### config.mk
export PLATFORM = sky130hd
export DESIGN_NAME = ask_envelope_demod
export DESIGN_NICKNAME = d
export VERILOG_FILES = /design/src/rtl/ask_envelope_demod.sv
export SDC_FILE = /design/constraint.sdc
export NUM_CORES = 1
export LEC_CHECK = 0
export ABC_CLOCK_PERIOD_IN_PS = 5700
export CORE_MARGIN = 4
export CORE_UTILIZATION = 45
export DETAILED_ROUTE_END_ITERATION = 6
export PLACE_DENSITY = 0.6
export SYNTH_ARGS = -nofsm -noshare
export SYNTH_HDL_FRONTEND = slang
export SYNTH_SLANG_ARGS = --single-unit
### constraint.sdc
create_clock -name clk_fast -period 5.7 [get_ports clk_fast]
set_input_delay 1.14 -clock clk_fast [delete_from_list [all_inputs] [get_ports clk_fast]]
set_output_delay 1.14 -clock clk_fast [all_outputs]
set_load 0.005 [all_outputs]
### src/rtl/ask_envelope_demod.sv
// ask_envelope_demod: single-clock non-coherent ASK demodulator with onset alignment, per-symbol integrate-and-dump and lock tracking
// Ports:
//   clk_fast  - sole clock, all state updates on the rising edge
//   rst       - asynchronous active-high reset
//   wav_in    - 8-bit offset-binary waveform sample, one per clk_fast
//   bit_out   - last decided bit, held between decisions
//   bit_valid - one-cycle pulse marking a new bit_out
//   locked    - high while tracking symbols
module ask_envelope_demod #(
  parameter int SPS       = 16,
  parameter int MID       = 128,
  parameter int SAMPLE_TH = 24,
  parameter int THRESH    = 512,
  parameter int LOSS_SYMS = 8
) (
  input  logic       clk_fast,
  input  logic       rst,
  input  logic [7:0] wav_in,
  output logic       bit_out,
  output logic       bit_valid,
  output logic       locked
);
  localparam int CW = $clog2(SPS);
  localparam int AW = 8 + CW;
  localparam logic [7:0] MID_V = 8'(MID);
  localparam logic [7:0] STH_V = 8'(SAMPLE_TH);
  localparam logic [7:0] ZR_LAST = 8'(LOSS_SYMS - 1);
  localparam logic [CW-1:0] CNT_LAST = CW'(SPS - 1);
  typedef enum logic {SEARCH, TRACK} state_t;
  state_t state_q, state_d;
  logic [AW-1:0] acc_q, acc_d, sum;
  logic [CW-1:0] cnt_q, cnt_d;
  logic [7:0] zrun_q, zrun_d, dev;
  logic bit_q, bit_d, valid_q, valid_d, onset, last, one, drop;
  assign dev = (wav_in >= MID_V) ? wav_in - MID_V : MID_V - wav_in;
  assign sum = acc_q + AW'(dev);
  assign onset = dev > STH_V;
  assign last = cnt_q == CNT_LAST;
  assign one = 32'(sum) >= unsigned'(THRESH);
  // final '0' of a run of LOSS_SYMS empty symbols drops lock on its own decision edge
  assign drop = last && !one && zrun_q == ZR_LAST;
  always_ff @(posedge clk_fast or posedge rst)
    if (rst) begin
      state_q <= SEARCH;
      acc_q   <= '0;
      cnt_q   <= '0;
      zrun_q  <= '0;
      bit_q   <= 1'b0;
      valid_q <= 1'b0;
    end else begin
      state_q <= state_d;
      acc_q   <= acc_d;
      cnt_q   <= cnt_d;
      zrun_q  <= zrun_d;
      bit_q   <= bit_d;
      valid_q <= valid_d;
    end
  always_comb
    state_d = (state_q == SEARCH) ? (onset ? TRACK : SEARCH) : (drop ? SEARCH : TRACK);
  always_comb begin
    acc_d   = '0;
    cnt_d   = '0;
    zrun_d  = '0;
    bit_d   = bit_q;
    valid_d = 1'b0;
    if (state_q == SEARCH) begin
      acc_d = onset ? AW'(dev) : '0;
      cnt_d = onset ? CW'(1) : '0;
    end else begin
      acc_d   = last ? '0 : sum;
      // SPS is a power of two, so the counter wraps to 0 after the last sample
      cnt_d   = cnt_q + 1'b1;
      zrun_d  = !last ? zrun_q : (one || drop) ? '0 : zrun_q + 8'd1;
      bit_d   = last ? one : bit_q;
      valid_d = last;
    end
  end
  always_comb begin
    locked    = state_q == TRACK;
    bit_out   = bit_q;
    bit_valid = valid_q;
  end
endmodule

# --- Yosys cells after proc, flatten, opt, wreduce, memory -nomap -nowiden ---
# Cells that the tools add are included.
classes:
  n_addsub: 5
  order_cmp: 3
  eq_ne: 3
  mux: 13
  n_reduce_logical: 5
ops:
  columns: ["op", "count"]
  rows:
  - ["$mux W8", 5]
  - ["$mux W12", 2]
  - ["$add A12 B8 Y12", 1]
  - ["$ge A12 B10 Y1 const B", 1]
  - ["$add A8 B1 Y8 const B", 1]
  - ["$eq A8 B3 Y1 const B", 1]
  - ["$ge A8 B8 Y1 const B", 1]
  - ["$gt A8 B5 Y1 const B", 1]
  - ["$sub A8 B8 Y8 const A", 1]
  - ["$sub A8 B8 Y8 const B", 1]
  - ["$mux W1", 5]
  - ["$add A4 B1 Y4 const B", 1]
  - ["$eq A4 B4 Y1 const B", 1]
  - ["$mux W4", 1]
  - ["$logic_and A1 B1 Y1", 2]
  - ["$ne A2 B1 Y1 const B", 1]
  - ["$reduce_and A2 Y1", 1]
  - ["$logic_not A1 Y1", 1]
  - ["$logic_or A1 B1 Y1", 1]
totals:
  register_bits: 27
  in_bits: 10
  out_inout_bits: 3
  elab_cells: 35

# --- Depth between registers and ports, before layout ---
depth:
  ltp_word: 11
  depth_mapped: 13

# --- Worst setup path after synthesis ---
# Ideal clock, no wire load.
synth_path:
  kind: "input port to flip-flop"
  startpoint: "input port wav_in[0]"
  endpoint: "register zrun_q[5]"
  setup_time_ns: 0.065
  arrival_time_ns: 3.571
  path_slack_ns: 2.064
  path_stages: 12
  path_cell_list: "inv_1 > ha_1 > a31oi_1 > xor2_1 > ha_1 > o21ai_0 > nor2_1 > a311oi_4 > mux2i_1 > a31oi_4 > nor4b_1 > a211o_1"
synth_via:
  elab_chain_cells: 11
  elab_cells_between_ends: 13
synth_rtl:
  columns: ["element", "line", "text"]
  rows:
  - ["start, declared", "18", "input logic [7:0] wav_in,"]
  - ["$sub A8 B8 Y8 or $ge A8 B8 Y1 (tied branches)", "35", "assign dev = (wav_in >= MID_V) ? wav_in - MID_V : MID_V - wav_in;"]
  - ["$mux W8 (*)", "35", null]
  - ["$add A12 B8 Y12 (*)", "36", "assign sum = acc_q + AW'(dev);"]
  - ["$ge A12 B10 Y1 (*)", "39", "assign one = 32'(sum) >= unsigned'(THRESH);"]
  - ["$logic_not A1 Y1", "41", "assign drop = last && !one && zrun_q == ZR_LAST;"]
  - ["$logic_and A1 B1 Y1 (2 in series)", "41", null]
  - ["$logic_or A1 B1 Y1 (*)", "73", "zrun_d = !last ? zrun_q : (one || drop) ? '0 : zrun_q + 8'd1;"]
  - ["$mux W8 (*) (2 in series)", "73", null]
  - ["$mux W8 (*)", "66", "if (state_q == SEARCH) begin"]
  - ["end signal, assigned", "54", "zrun_q <= zrun_d;"]
  - ["end, declared", "33", "logic [7:0] zrun_q, zrun_d, dev;"]
# Every way passes the cells marked *; elsewhere a longest branch is shown, timed or not. The select of a mux whose other input is x is not followed.
# A chain may end at the register's enable or synchronous reset.

# --- Worst setup path after layout ---
# Same ends and word-level chain as after synthesis.

==> impl_metrics.env <==
export IMPL_mappedNetlistArea_sq_um=1790
export IMPL_relSlewSlack_pct=31.5
export IMPL_post_cts_buffers=0
export IMPL_postCtsHoldBufs=0
export IMPL_dr_total_vias=1418
export IMPL_cts_sinks=27
export IMPL_yosysTopAreaCell="dfrtp_1"
export IMPL_crit_fanout=10
export IMPL_synth_nets=218
export IMPL_grt_pass1_wl_microns=6720
export IMPL_grt_pass1_vias=1503
export IMPL_rsz0062_at_grt="no"
export IMPL_synth_ff_type="dfrtp_1"
export IMPL_async_flop_share_pct=100
export IMPL_grt_antenna_before_repair=0
export IMPL_grt_ovfl_total=0
export IMPL_fin_setup_tns_ns=0
export IMPL_initial_core_util_pct=47.9
export IMPL_yosysMostFrequentCell="dfrtp_1"
export IMPL_port_buffers=12
export IMPL_ys_ff_latch=27
export IMPL_cts_resized=0
export IMPL_initialDrtViolationCount=65
export IMPL_grt_max_degree=28
export IMPL_drive_gt1_share_pct=5.37
export IMPL_post_drt_wl_per_cell_microns=14.7
export IMPL_worst_setup_path_start_kind="input pin"
export IMPL_numCtsBuffers=3
export IMPL_coreArea_sq_um=3740
export IMPL_htree_levels=1
export IMPL_crit_slowest_cell="clkdlybuf4s50_1"
export IMPL_netlist_top_cells_count="27 x dfrtp_1, 23 x nand2_1, 15 x ha_1, 15 x nor2_1, 13 x inv_1"
export IMPL_power_density_nw_per_um2=439
export IMPL_hold_viol=0
export IMPL_worst_pin_slew_ns=1.03
export IMPL_worstPathRequired_ns=5.91
export IMPL_die_h_microns=71.1
export IMPL_critical_path_class="input pin to flop"
export IMPL_ios=13
export IMPL_wl_microns=3710
export IMPL_synth_edf_count=0
export IMPL_setup_viol=0
export IMPL_ant_nets=0
export IMPL_rows=22
export IMPL_dp_final_hpwl_microns=2920
export IMPL_num_antenna_cells=0
export IMPL_nFillCells=374
export IMPL_clkSlewWorstSetupHoldPaths_ns=0.09
export IMPL_cts_max_path_buffers=2
export IMPL_die_w_microns=71.1
export IMPL_fmax_mhz=238
export IMPL_crit_buf_inv=2
export IMPL_cp_common_cell="ha_1"
export IMPL_hold_class="flop to flop"
export IMPL_gp_congestion=0.840
export IMPL_cts_tree="done"
export IMPL_fin_ws_ns=1.50
export IMPL_synth_area_top_cells="dfrtp_1 38%, ha_1 10%, xor2_1 4.9%"
export IMPL_postSynthAreaPerCell_sq_um=9.34
export IMPL_layout_nets=232
export IMPL_grt_usage_pct=16.0
export IMPL_yosysWarnings=0
export IMPL_end_kind="flop"
export IMPL_max_stage_delay_ns=0.53
export IMPL_insertion_delay_ns=0.27
export IMPL_skew_ns=0.00471
export IMPL_drc=0
export IMPL_status="complete, no violations"
export IMPL_seq_area_frac_synth_pct=37.7
export IMPL_area_growth_pct=12.0
export IMPL_irDropWorstVdd_mv=0.254
export IMPL_report_final_slew_viol_count=0
export IMPL_fp_dieArea_sq_um=5060
export IMPL_cap_violations=0
export IMPL_power_mw=0.882
export IMPL_post_route_period_util_pct=73.7
export IMPL_pre_cts_slack_ns=1.20
export IMPL_leakagePower_nw=0.939
export IMPL_path_delay_family="compound AO/OA/AOI/OAI gates"
export IMPL_crit_chain="clkdlybuf4s50_1 > inv_1 > ha_1 > a31oi_1 > xor2_1 > ha_1 > o21ai_0 > nor2_1 > a311oi_4 > mux2i_1 > a31oi_4 > nor4b_1 > a211o_1"
export IMPL_synthCells=192
export IMPL_root_buffer="clkbuf_8"
export IMPL_synthDominantCellAreaShare_pct=37.7
export IMPL_first_pass_iters=4
export IMPL_period_needed_ns=4.20
export IMPL_vias_per_cell=5.60
export IMPL_synth_distinct_cells=39
export IMPL_arrival_ns=4.41
## per-layer routing
metal / up-vias / GRT usage [%] / wire length (microns)
met5: - / 0 / 0
met2: 19 / 26.6 / 1770
li1: 712 / - / -
met3: 4 / 3.13 / 99
met1: 683 / 21.8 / 1800
met4: 0 / 3.13 / 42
## layout by cell type, fill, tap and decap left out, types with 2 or more instances in the layout
cell and count:
o21ai_0 9, mux2i_1 2, a211o_1 2, nor3_1 4
a32o_1 5, nand3_1 5, nand2_1 23, xnor2_1 7
xor2_1 10, a21o_1 3, clkdlybuf4s50_1 12, o31ai_1 2
clkbuf_8 3, a31oi_1 3, and3_1 7, ha_1 15
or2_2 2, dfrtp_1 27, o22ai_1 2, inv_1 13
nor3b_1 3, nor4b_1 3, o21ai_1 3, nor2_1 15
a21oi_1 9
## path summary, 6_finish.rpt
path,from,depth (start not counted),to,slack [ns]
max,wav_in[0],13,zrun_q[5],1.50
min reg2reg,bit_out,2,bit_out,0.50
max in group asynchronous,rst,2,locked,3.67
min in group asynchronous,rst,2,zrun_q[3],1.41
min,bit_out,2,bit_out,0.50
max reg2reg,acc_q[0],9,zrun_q[7],3.24
## flip-flops by register name, summed over array words and instances, names as in the netlist
| name | flops |
|---|---|
| bit_out | 1 |
| cnt_q | 4 |
| locked | 1 |
| acc_q | 12 |
| zrun_q | 8 |
| bit_valid | 1 |
## layout make-up
type	count	area [sq um]	share of cell area, %
repair buffers	12	120	5.98
flip-flops and latches	27	676	33.6
multi-input cells	149	1060	52.6
well taps	48	60.1	2.99
inverters	13	48.8	2.43
clock inverters	1	5.00	0.249
clock buffers	3	41.3	2.06
## stage by stage
step | util (%) | hold WS (ns) | instances | cell area [sq um]
6_report | 53.6 | 0.498 | 253 | 2010
5_1_grt | 53.6 | 0.557 | 253 | 2010
4_1_cts | 53.6 | 0.501 | 253 | 2010
3_5_place_dp | 52.4 | 0.478 | 249 | 1960
3_3_place_gp | 52.4 | 0.465 | 249 | 1960
2_1_floorplan | - | 0.454 | 192 | 1790
## where the power goes
group	internal [mW]	switching [mW]	total (mW)
logic	0.205	0.247	0.453
registers	0.268	0.0551	0.323
clock network	0.0489	0.0579	0.107
## kinds of logic (layout without fill, tap and decap cells)
family	after synthesis	count (layout)	synth area share (%)
flops	27	27	37.7
fa+ha+maj	16	16	11.6
compound gates	46	46	19.5
buf+inv	16	29	3.35
simple gates	68	68	18.5
xor+xnor	17	17	8.30
mux	2	2	1.12
## worst min-delay path: cells and delay by family (launching register included)
family,cells,cell delay [ns]
AND/OR/NAND/NOR,2,0.11
flip-flops,1,0.36
Note: power is estimated with default switching activity, not from simulation.
